===== src/rtl/serial_add_ctrl_if.sv =====
// rtl/serial_add_ctrl_if.sv - requester-side handshake and result bundle for serial_add_ctrl (optional ovf under SERIAL_ADD_OVF_EN)
interface serial_add_ctrl_if #(
    parameter int WIDTH = 8
);
    logic             start;
    logic [WIDTH-1:0] op_a;
    logic [WIDTH-1:0] op_b;
    logic             cin;
    logic             busy;
    logic             done;
    logic [WIDTH-1:0] sum;
    logic             cout;
`ifdef SERIAL_ADD_OVF_EN
    logic             ovf;

    modport master (output start, op_a, op_b, cin, input busy, done, sum, cout, ovf);
    modport slave  (input start, op_a, op_b, cin, output busy, done, sum, cout, ovf);
`else
    modport master (output start, op_a, op_b, cin, input busy, done, sum, cout);
    modport slave  (input start, op_a, op_b, cin, output busy, done, sum, cout);
`endif
endinterface


===== src/rtl/serial_add_ctrl.sv =====
// rtl/serial_add_ctrl.sv - bit-serial WIDTH-bit adder sequencer around one full-adder cell; SERIAL_ADD_OVF_EN adds ovf
module full_adder_cell (
    input  logic a,
    input  logic b,
    input  logic cin,
    output logic sum,
    output logic cout
);
    assign sum  = a ^ b ^ cin;
    assign cout = (a & b) | (a & cin) | (b & cin);
endmodule

module serial_add_ctrl #(
    parameter int WIDTH = 8
) (
    input  logic             clk,
    input  logic             rst_n,
    serial_add_ctrl_if.slave bus
);
    localparam int CNT_W = $clog2(WIDTH) + 1;

    localparam logic [1:0] S_IDLE = 2'd0;
    localparam logic [1:0] S_RUN  = 2'd1;
    localparam logic [1:0] S_DONE = 2'd2;

    logic [1:0]       state;
    logic [CNT_W-1:0] cnt;
    logic             carry_q;
    logic [WIDTH-1:0] a_sr;
    logic [WIDTH-1:0] b_sr;
    logic [WIDTH-2:0] res_sr;
    logic [WIDTH-1:0] sum_q;
    logic             cout_q;
    logic             fa_sum;
    logic             fa_cout;
    logic [WIDTH-1:0] res_next;
    logic             last_bit;

    full_adder_cell u_fa (
        .a    (a_sr[0]),
        .b    (b_sr[0]),
        .cin  (carry_q),
        .sum  (fa_sum),
        .cout (fa_cout)
    );

    // Result bits enter from the MSB side so bit 0 lands at the LSB after WIDTH shifts.
    assign res_next = {fa_sum, res_sr};
    assign last_bit = (cnt == CNT_W'(WIDTH - 1));

    always_ff @(posedge clk or negedge rst_n) begin
        if (!rst_n) begin
            state   <= S_IDLE;
            cnt     <= '0;
            carry_q <= 1'b0;
            a_sr    <= '0;
            b_sr    <= '0;
            res_sr  <= '0;
            sum_q   <= '0;
            cout_q  <= 1'b0;
        end else begin
            case (state)
                S_IDLE: begin
                    if (bus.start) begin
                        a_sr    <= bus.op_a;
                        b_sr    <= bus.op_b;
                        carry_q <= bus.cin;
                        cnt     <= '0;
                        state   <= S_RUN;
                    end
                end
                S_RUN: begin
                    res_sr  <= res_next[WIDTH-1:1];
                    carry_q <= fa_cout;
                    a_sr    <= a_sr >> 1;
                    b_sr    <= b_sr >> 1;
                    cnt     <= cnt + 1'b1;
                    // Published results change only here, so they are never partial.
                    if (last_bit) begin
                        sum_q  <= res_next;
                        cout_q <= fa_cout;
                        state  <= S_DONE;
                    end
                end
                default: state <= S_IDLE;
            endcase
        end
    end

`ifdef SERIAL_ADD_OVF_EN
    logic ovf_q;

    // In the last RUN cycle carry_q is the carry into the MSB and fa_cout the carry out.
    always_ff @(posedge clk or negedge rst_n) begin
        if (!rst_n) begin
            ovf_q <= 1'b0;
        end else if (state == S_RUN && last_bit) begin
            ovf_q <= carry_q ^ fa_cout;
        end
    end

    assign bus.ovf = ovf_q;
`endif

    assign bus.busy = (state == S_RUN);
    assign bus.done = (state == S_DONE);
    assign bus.sum  = sum_q;
    assign bus.cout = cout_q;
endmodule


===== src/flat_wrapper.sv =====
// flat-port wrapper written by rule: the top's interface ports become plain ports
module serial_add_ctrl_flat 
#(
    parameter int WIDTH = 8
)
  (clk, rst_n, bus_start, bus_op_a, bus_op_b, bus_cin, bus_busy, bus_done, bus_sum, bus_cout);
  serial_add_ctrl_if #(.WIDTH(WIDTH)) bus_i ();
  input  logic clk;
  input  logic rst_n;
  input wire logic [$bits(bus_i.start)-1:0] bus_start;
  input wire logic [$bits(bus_i.op_a)-1:0] bus_op_a;
  input wire logic [$bits(bus_i.op_b)-1:0] bus_op_b;
  input wire logic [$bits(bus_i.cin)-1:0] bus_cin;
  output wire logic [$bits(bus_i.busy)-1:0] bus_busy;
  output wire logic [$bits(bus_i.done)-1:0] bus_done;
  output wire logic [$bits(bus_i.sum)-1:0] bus_sum;
  output wire logic [$bits(bus_i.cout)-1:0] bus_cout;
  assign bus_i.start = bus_start;
  assign bus_i.op_a = bus_op_a;
  assign bus_i.op_b = bus_op_b;
  assign bus_i.cin = bus_cin;
  assign bus_busy = bus_i.busy;
  assign bus_done = bus_i.done;
  assign bus_sum = bus_i.sum;
  assign bus_cout = bus_i.cout;
  serial_add_ctrl #(.WIDTH(WIDTH)) u_core (.clk(clk), .rst_n(rst_n), .bus(bus_i));
endmodule

===== config.mk =====
export PLATFORM = sky130hd
export DESIGN_NAME = serial_add_ctrl_flat
export DESIGN_NICKNAME = d
export VERILOG_FILES = /design/src/rtl/serial_add_ctrl_if.sv /design/src/rtl/serial_add_ctrl.sv /design/src/flat_wrapper.sv
export SDC_FILE = /design/constraint.sdc
export NUM_CORES = 1
export LEC_CHECK = 0
export BUFFER_PORTS_ARGS = -buffer_cell sky130_fd_sc_hd__buf_2
export CAP_MARGIN = 10
export CORE_MARGIN = 1.5
export CORE_UTILIZATION = 50
export DETAILED_ROUTE_END_ITERATION = 7
export GPL_TIMING_DRIVEN = 0
export PLACE_DENSITY_LB_ADDON = 0.08
export SETUP_SLACK_MARGIN = 0.4
export SYNTH_ARGS = -nofsm -noshare
export SYNTH_HDL_FRONTEND = slang
export SYNTH_SLANG_ARGS = --single-unit

===== constraint.sdc =====
create_clock -name clk -period 2.1 [get_ports clk]
set_input_delay 0.42 -clock clk [delete_from_list [all_inputs] [get_ports clk]]
set_output_delay 0.42 -clock clk [all_outputs]
set_load 0.01 [all_outputs]

# Word-level counts from Yosys, hierarchy flattened
# Index checks and enable logic that the tools add are counted.
# W data, S select, Z words.
# totals
register_bits,39
input_bits,20
out_inout_bits,11
wordCells,37
# classes
n_addsub,1
eq_ne,5
mux,11
bitwise_logic,7
reduce_logical,5
# ops
operator,count
$pmux W8 S2,2
$mux W8,2
$pmux W4 S2,1
$reduce_and A2 Y1,3
$add A4 B1 Y4 const B,1
$eq A4 B3 Y1 const B,1
$mux W2,2
$mux W4,1
$pmux W2 S2,1
$and A1 B1 Y1,3
$eq A2 B1 Y1 const B,1
$eq A2 B2 Y1 const B,1
$logic_not A2 Y1,1
$ne A2 B1 Y1 const B,1
$ne A2 B2 Y1 const B,1
$or A1 B1 Y1,2
$pmux W1 S2,1
$reduce_bool A2 Y1,1
$xor A1 B1 Y1,2
$mux W1,1

# Logic depth before layout (Yosys ltp)
# Gate-level depths: netlist of run 1.
# depth
word_depth,4
depth_mapped,5

# Hierarchy
# Synthesis of run 1 repeated with hierarchy kept, for this count alone.
# hier_totals
hier_cells,165
hier_area_um2,1731.7
# modules_own_cells
module,n_inst,cells_per_inst,area_per_inst_um2,seq_area_each_um2
serial_add_ctrl,1,164,1711.6,975.9
full_adder_cell,1,1,20.0,0.0

# Least setup slack after synthesis of run 1
# No wires, ideal clock.
# synth_path
path_kind,register -> register
from,register u_core.cnt[0]
to,register u_core.cout_q (netlist: u_core.bus.cout)
setup_time_ps,125
arrival_time_ps,1293
setup_slack_ps,682
stages_incl_launch_ff,5
path_buffers,0
synth_period_minus_slack_ps,1418
cell_sequence,dfrtp_1 -> ha_1 -> nand2_1 -> nor3_4 -> mux2_2
# synth_via
elab_chain_len,2
# synth_lines
element,line_no,source
from (decl),serial_add_ctrl.sv:27,logic [CNT_W-1:0] cnt;
from (signal assigned),serial_add_ctrl.sv:77,cnt <= cnt + 1'b1;
$eq A4 B3 Y1,serial_add_ctrl.sv:49,assign last_bit = (cnt == CNT_W'(WIDTH - 1));
$reduce_and A2 Y1 (no source line),--,
to (signal assigned),serial_add_ctrl.sv:81,cout_q <= fa_cout;
to (decl),serial_add_ctrl.sv:33,logic cout_q;
# No other way between the ends.
# A chain may end at the register's enable or synchronous reset.

# Worst setup path after layout of run 1
# layout_path
from,register u_core.state[1]
to,output bus_busy
# layout_via
elab_chain_len,1
# layout_lines
element,line_no,source
from (decl),serial_add_ctrl.sv:26,logic [1:0] state;
from (signal assigned),serial_add_ctrl.sv:53,state <= S_IDLE;
from (signal assigned),serial_add_ctrl.sv:69,state <= S_RUN;
from (signal assigned),serial_add_ctrl.sv:82,state <= S_DONE;
$eq A2 B1 Y1,serial_add_ctrl.sv:105,assign bus.busy = (state == S_RUN);
to (decl),flat_wrapper.sv:14,output wire logic [$bits(bus_i.busy)-1:0] bus_busy;
# No other way between the ends.

==> results.toml, run 1 <==
[run_status]
status = "finished clean"

[power_and_ir_drop]
fin_total_pwr_uw = 2802
p_clk_share_pct = 15.3
combPwrFrac_pct = 39.6
leakage_uw = 0.0009490
seq_power_share_pct = 45.1
peakVddDrop_v = 0.0007054
p_sw_uw = 1031
power-per-cell-area_nw_per_um2 = 1429
p_sw_share_pct = 36.78
power.internal_uw = 1772

[floorplanning]
io_pins = 31
rows = 20
die_w_um = 60.21
initial_core_util_pct = 53.17
core_um2 = 3078
die_h_um = 60.21
die_area_um2 = 3625

[timing]
drv_slew = 0
period_share_pct = 79.15
relSlewSlack_pct = 43.92
tightest_slew_ns = 0.8412
setup_viol = 0
rsz0062_at_grt = "yes"
hold_viol_final = 0
max_freq_mhz = 601.7
setup_tns_ns = 0
hold_slack_ns = 0.1633
fin_crit_ns = 1.662
final.setup.worst_slack_ns = 0.4379
skew_ns = 0.005721

[critical_path]
crit_family = "flip-flops"
cp-start-kind = "register"
worstPathMaxFanout = 10
required_ns = 1.68
reg2reg_slack_ns = 0.52
critical_path_class = "register to primary output"
worst-path-buf-inv = 3
end_kind = "primary output"
arrival_ns = 1.24
max_stage_delay_ns = 0.39
slowest_stage = "dfrtp_1"
path_cells = "nand2b_4, buf_6, inv_4, buf_2"

[clocking]
cts_tree = "yes"
clk_latency_ns = 0.34
clock_path_buffers = 2
cts_sinks = 39
cts.clk_slew.worst_paths_ns = 0.11
cts_buffers = 5
cts.htree.levels = 2
root_buffer = "clkbuf_4"

[synthesis]
ys_seq_area_share_pct = 59.63
yosys.area.top_type = "dfrtp_1"
synth.avg_cell_area_um2 = 10.77
syn_inst = 152
ys_ff_latch = 39
syn_nets = 174
netlist_area_um2 = 1637
synth.top_cells.by_area = "dfrtp_1 (60%), nand2_1 (9.2%), mux2_2 (6.9%)"
yosysTopAreaCellShare_pct = 59.63
yosysWarnings = 0
synth_cell_types = 23

[layout]
fin_nets = 215
final_layout_size_suffix_gt1_share_pct = 29.90
area_delta_synth_final_pct = 19.80
fin_cells = 238
antenna_cells = 0

[global_routing]
antenna_found_initial = 0
grt_max_degree = 40
grt_pass1_vias = 1127
grt_pass1_wl_um = 5161
grt-ovfl-total = 0
track_usage_pct = 19.84

[min_path]
holdCritPathClass = "input pin to asynchronous set/reset pin"

[drt]
drc = 0
vias = 1229
drt_iter0_drc = 62
antenna_left = 0
routedWlPerCell_um = 13.12
firstDrtPassIters = 4
vias_per_cell = 5.164
wl_um = 3122

[place]
dpl.hpwl_um = 2111
io_buffers = 30
dp_cells = 226
place_congestion = 0.7498
pre_cts_ws_ns = 0.3972

[run]
cap_violations = 0
==> layout make-up <==
type / count / area (um2)
clock buffers: 8 / 68.82
well taps: 44 / 55.05
plain buffers: 8 / 43.79
flip-flops and latches: 39 / 975.9
multi-input cells: 103 / 626.9
repair buffers: 34 / 180.2
fillers: 267 / 1117
inverters: 2 / 10.01
==> registers in the layout (all words and copies together), names as in the netlist <==
name and count:
u_core.a_sr 8, u_core.b_sr 8, u_core.bus.cout 1, u_core.bus.sum 8
u_core.carry_q 1, u_core.cnt 4, u_core.res_sr 7, u_core.state 2
==> metal layers <==
metal | track usage, % | vias to the layer above | part of all wire, %
met1 | 26.66 | 590 | 48
li1 | - | 610 | -
met2 | 29.81 | 23 | 46
met3 | 6.494 | 6 | 4.1
met4 | 7.619 | 0 | 1.6
met5 | 0 | - | 0
==> placed cells by master (no fill, tap or decap), types with 2 or more instances in the layout <==
master	Yosys	layout
clkbuf_1	5	5
nand3_1	3	3
nor2b_1	3	3
nand2_1	40	40
buf_4	0	5
a22o_1	2	2
a22oi_1	14	14
dfrtp_1	39	39
mux2_2	10	10
o21ai_0	17	17
buf_2	3	32
clkbuf_8	0	2
clkbuf_4	0	5
nor2_1	3	3
a21oi_1	2	2
==> power groups by stage <==
stage	Combinational, uW	Clock [uW]	Sequential (uW)
after floorplan	689	0	1280
after global placement	986	0	1260
after detailed placement	1020	0	1280
after CTS	1090	443	1260
after global routing	1250	472	1310
final	1110	428	1260
==> worst register-to-register path, cell delays in order, from the launching register on <==
cell and delay (ns):
dfrtp_1 0.44, buf_4 0.17, nor2b_1 0.32, buf_2 0.31, a22oi_1 0.09, o21ai_0 0.18
==> kinds of logic (layout without fill, tap and decap cells) <==
logic type	after synthesis	in the layout	synth area share [%]
flip-flops	39	39	59.63
multiplexers	10	10	6.881
buffers and inverters	10	52	2.522
adder cells (fa/ha/maj)	2	2	1.988
AO/OA/AOI/OAI	38	38	14.76
AND/OR/NAND/NOR	53	53	14.22
==> metrics by stage <==
step                cell area (um2)  utilization [%]
finish                         1961            63.70
global route                   1961            63.70
CTS                            1934            62.85
detailed placement             1842            59.84
global placement               1842            59.84
floorplan                      1637                -
==> synth_stat cells <==
library cell and instances:
nand2_1 40, dfrtp_1 39, o21ai_0 17, a22oi_1 14
mux2_2 10, clkbuf_1 5, buf_2 3, nand3_1 3
nor2_1 3, nor2b_1 3, a21oi_1 2, a22o_1 2
a31oi_1 1, a32o_1 1, and3b_1 1, clkinv_1 1
fa_1 1, ha_1 1, inv_1 1, nand2b_1 1
nor3_4 1, o21bai_1 1, or3_1 1
==> repair_timing <==
item	4_1_cts	5_1_grt
setup endpoints to repair	2	11
hold endpoints to repair	0	0
setup buffers	2	2
pin swaps	0	1
hold buffers	0	0
resized for setup	4	5
==> path summary, 6_finish.rpt <==
path	from	end	depth (start not counted)
worst max-delay path	u_core.state[1]	bus_busy	4
worst min-delay path	rst_n	u_core.a_sr[4]	1
worst max register to register	u_core.state[0]	u_core.b_sr[1]	5
worst min register to register	u_core.res_sr[0]	u_core.res_sr[0]	2
max in group asynchronous	rst_n	u_core.res_sr[6]	1
min in group clk	bus_op_b[5]	u_core.b_sr[5]	3
(Power assumes the default switching activity.)
==> run 2: changes to the inputs <==
Clock period 2.1 ns to 1.6 ns, I/O delays scaled along.
==> run 2 against run 1 <==
Effect of this change:
- clock-buffer cell count decreased by 2
- clock power up 17%
- sequential share of layout area shrank 6.7 points
- flip-flop and latch count unchanged
- critical path type unchanged
- highest routed layer unchanged
- routed wire length up 13%
- global-route usage up 2.2 points
==> results.toml, run 2 (synthesis results as in run 1) <==
[critical_path]
critical_path_class = "register to primary output"
worstReg2RegEnd = "u_core.bus.sum[5]"
reg2reg_slack_ns = 0.13
path_cells = "nand2b_4, buf_6, clkinv_8, buf_6"
slowest_stage = "dfrtp_1"
cp-start-kind = "register"
reg2reg_depth = 5
end_kind = "primary output"
arrival_ns = 1.17
max_stage_delay_ns = 0.42
worstPathMaxFanout = 2
reg2reg_from = "u_core.state[1]"
required_ns = 1.28
cp_common_cell = "buf_6"

[global_routing]
antenna_found_initial = 0
track_usage_pct = 22.05
grt-ovfl-total = 0
grt_max_degree = 40
grt_pass1_vias = 1325
grt_pass1_wl_um = 5747

[timing]
setup_viol = 0
hold_viol_final = 0
max_freq_mhz = 671.7
rsz0062_at_grt = "yes"
setup_tns_ns = 0
fin_crit_ns = 1.489
drv_slew = 0
period_share_pct = 93.05
relSlewSlack_pct = 43.41
tightest_slew_ns = 0.8488
skew_ns = 0.008962

[drt]
wl_um = 3534
antenna_left = 0
drt_iter0_drc = 60
firstDrtPassIters = 4
drc = 0
vias_per_cell = 5.184
vias = 1322
routedWlPerCell_um = 13.86

[layout]
area_delta_synth_final_pct = 38.61
final_layout_size_suffix_gt1_share_pct = 44.08
fin_cells = 255
fin_nets = 233
layout_commonest_cell = "dfrtp_1"
antenna_cells = 0
final_cell_mix = "dfrtp_1 (38), nand2_1 (36), buf_2 (29), buf_4 (15), a22oi_1 (13)"

[floorplanning]
die_h_um = 60.21
die_w_um = 60.21
die_area_um2 = 3625
rows = 20
initial_core_util_pct = 53.17
core_um2 = 3078
io_pins = 31

[clocking]
cts_sinks = 39
cts_tree = "yes"
cts.htree.levels = 2
hold_buffers = 0
root_buffer = "clkbuf_4"
clock_path_buffers = 2
cts_buffers = 5
clk_latency_ns = 0.35
cts.clk_slew.worst_paths_ns = 0.10

[min_path]
holdCritPathClass = "input pin to asynchronous set/reset pin"

[power_and_ir_drop]
peakVddDrop_v = 0.0009625
fin_total_pwr_uw = 4380
power-per-cell-area_nw_per_um2 = 1931
leakage_uw = 0.001106

[place]
io_buffers = 30
dpl.hpwl_um = 2091
dp_cells = 226
place_congestion = 0.7561

[run_status]
status = "finished clean"

[run]
cap_violations = 0
run 2: changes by cell type in the layout (fill, tap and decap cells not counted), sizes merged:
cell    before  now
buf         38   57
clkbuf      12    9
clkinv       0    2
inv          2    1
run 2: area by class of cell:
class                           count  area [um2]
Clock buffer                        6       51.30
Tap cell                           44       55.05
Sequential cell                    39       977.2
Multi-Input combinational cell    103       709.4
Buffer                              8       88.84
Fill cell                         224       809.5
Timing Repair Buffer               52       361.6
Clock inverter                      1       5.005
Inverter                            2       20.02
run 2: per-stage QoR:
step | util (%) | setup slack [ns] | hold slack, ns | instance area (um2)
2_1_floorplan | - | 0.1823 | 0.02441 | 1644
3_3_place_gp | 60.08 | -0.01527 | 0.4537 | 1849
3_5_place_dp | 60.08 | -0.02260 | 0.4693 | 1849
4_1_cts | 69.35 | 0.1216 | 0.09334 | 2135
5_1_grt | 73.70 | 0.05912 | 0.1247 | 2268
6_report | 73.70 | 0.1113 | 0.06382 | 2268
run 2: metal layers:
metal	share of wire [%]	up-vias	global-route usage [%]
met5	0	-	0
met4	2.0	0	11.43
met3	3.5	8	4.545
met2	48	27	35.09
met1	47	643	28.27
li1	-	644	-
run 2: critical path: cells and delay by family, from the launching register on:
kind	cells	cell delay, ns
flops	1	0.42
buf+inv	3	0.25
simple gates	1	0.16
run 2: repair_timing:
item,4_1_cts,5_1_grt
endpoints found under the setup margin,36,43
setup buffers,12,8
gates cloned,1,1
pin swaps,3,4
resized for setup,38,23
run 2: how the worst max path moves through the flow:
stage          cells after the start                 to  slack [ns]             from
3_3_place_gp                       4  u_core.bus.sum[6]       -0.02    u_core.cnt[0]
4_1_cts                            4           bus_busy        0.12  u_core.state[0]
2_1_floorplan                      4    u_core.bus.cout        0.18    u_core.cnt[0]
3_5_place_dp                       4  u_core.bus.sum[1]       -0.02    u_core.cnt[0]
6_report                           4           bus_busy        0.11  u_core.state[1]
5_1_grt                            5  u_core.bus.sum[5]        0.06  u_core.state[1]
run 2: power breakdown:
part / internal (uW) / switching (uW)
clock network: 203 / 299
registers: 1400 / 275
logic: 1200 / 1000
==> run 3: changes to the inputs <==
Settings changed: RECOVER_POWER from default to 25.
==> run 3 against run 2 <==
Effect of this change:
- fmax stayed put
- clock-buffer cell count did not move
- total power hardly changed
- worst hold slack gained 0.033 ns
- via count stayed put
- critical path type unchanged
- flip-flop and latch count unchanged
==> results.toml, run 3 (synthesis results as in run 1) <==
[timing]
fin_crit_ns = 1.489
skew_ns = 0.008962
rsz0062_at_grt = "yes"
tightest_slew_ns = 0.9498
period_share_pct = 93.05
relSlewSlack_pct = 36.68
setup_tns_ns = 0
hold_viol_final = 0
setup_viol = 0
final.setup.worst_slack_ns = 0.1113
drv_slew = 0
max_freq_mhz = 671.7

[floorplanning]
initial_core_util_pct = 53.17
die_w_um = 60.21
die_area_um2 = 3625
die_h_um = 60.21
core_um2 = 3078
io_pins = 31
rows = 20

[critical_path]
max_stage_delay_ns = 0.42
reg2reg_slack_ns = 0.13
critical_path_class = "register to primary output"
required_ns = 1.28
worstPathMaxFanout = 2
worstReg2RegEnd = "u_core.bus.sum[5]"
path_cells = "nand2b_4, buf_6, clkinv_8, buf_6"
cp-start-kind = "register"
slowest_stage = "dfrtp_1"
reg2reg_from = "u_core.state[1]"
reg2reg_depth = 5
end_kind = "primary output"
arrival_ns = 1.17
cp_common_cell = "buf_6"

[clocking]
cts_sinks = 39
clk_latency_ns = 0.35
hold_buffers = 0
cts_tree = "yes"
cts_buffers = 5
clock_path_buffers = 2
cts.htree.levels = 2
root_buffer = "clkbuf_4"
cts.clk_slew.worst_paths_ns = 0.10

[drt]
vias_per_cell = 5.184
firstDrtPassIters = 4
vias = 1322
wl_um = 3533
antenna_left = 0
routedWlPerCell_um = 13.85
drt_iter0_drc = 60
drc = 0

[place]
place_congestion = 0.7561
pre_cts_ws_ns = -0.02260
dpl.hpwl_um = 2091
io_buffers = 30

[global_routing]
track_usage_pct = 22.05
grt_pass1_vias = 1325
antenna_found_initial = 0
grt_pass1_wl_um = 5747
grt-ovfl-total = 0
grt_max_degree = 40

[min_path]
holdCritPathClass = "input pin to asynchronous set/reset pin"

[layout]
area_delta_synth_final_pct = 38.61
final_cell_mix = "dfrtp_1 (38), nand2_1 (36), buf_2 (28), buf_4 (15), a22oi_1 (13)"
final_util_pct = 73.70
layout_commonest_cell = "dfrtp_1"
fillCellCount = 224
final_layout_size_suffix_gt1_share_pct = 44.08
antenna_cells = 0
fin_nets = 233

[run]
cap_violations = 0

[run_status]
status = "finished clean"

[power_and_ir_drop]
leakage_uw = 0.001106
power-per-cell-area_nw_per_um2 = 1931
peakVddDrop_v = 0.0009625
## run 3: how the worst max path moves through the flow
stage,from,end,slack (ns),cells after the start
after detailed placement,u_core.cnt[0],u_core.bus.sum[1],-0.02,4
after CTS,u_core.state[0],bus_busy,0.12,4
after floorplan,u_core.cnt[0],u_core.bus.cout,0.18,4
final,u_core.state[1],bus_busy,0.11,4
after global routing,u_core.state[1],u_core.bus.sum[5],0.06,5
after global placement,u_core.cnt[0],u_core.bus.sum[6],-0.02,4
## run 3: repair_timing
action	in CTS	in global routing
endpoints found under the setup margin	36	43
buffers inserted	12	8
gates cloned	1	1
gates resized for setup	38	23
pin swaps	3	4
## run 3: power breakdown
part           internal (uW)  switching [uW]
Combinational           1200            1000
Clock                    203             299
Sequential              1400             275
## run 3: layout make-up
class / instances / area [um2] / area share, %
Multi-Input combinational cell: 103 / 709.4 / 31.27
Inverter: 2 / 20.02 / 0.8825
Clock inverter: 1 / 5.005 / 0.2206
Clock buffer: 6 / 51.30 / 2.261
Sequential cell: 39 / 977.2 / 43.08
Buffer: 8 / 88.84 / 3.916
Tap cell: 44 / 55.05 / 2.427
Timing Repair Buffer: 52 / 361.6 / 15.94
## run 3: routing by layer
layer,GRT usage (%),vias up,wire (um)
met2,35.09,27,1682
li1,-,644,-
met3,4.545,8,122
met1,28.27,643,1658
met4,11.43,0,70
met5,0,-,0
## run 3: critical path, delay by kind of cell, from the launching register on
family        cells  cell delay [ns]
flops             1             0.42
buf+inv           3             0.25
simple gates      1             0.16
## run 3: metrics by stage
stage | instances | hold WS, ns | power [uW] | instance area, um2
after global placement | 226 | 0.4537 | 2980 | 1849
final | 255 | 0.09667 | 4380 | 2268
after global routing | 255 | 0.1659 | 4705 | 2268
after floorplan | 152 | 0.02441 | 2608 | 1644
after detailed placement | 226 | 0.4693 | 3038 | 1849
after CTS | 246 | 0.09334 | 4081 | 2135
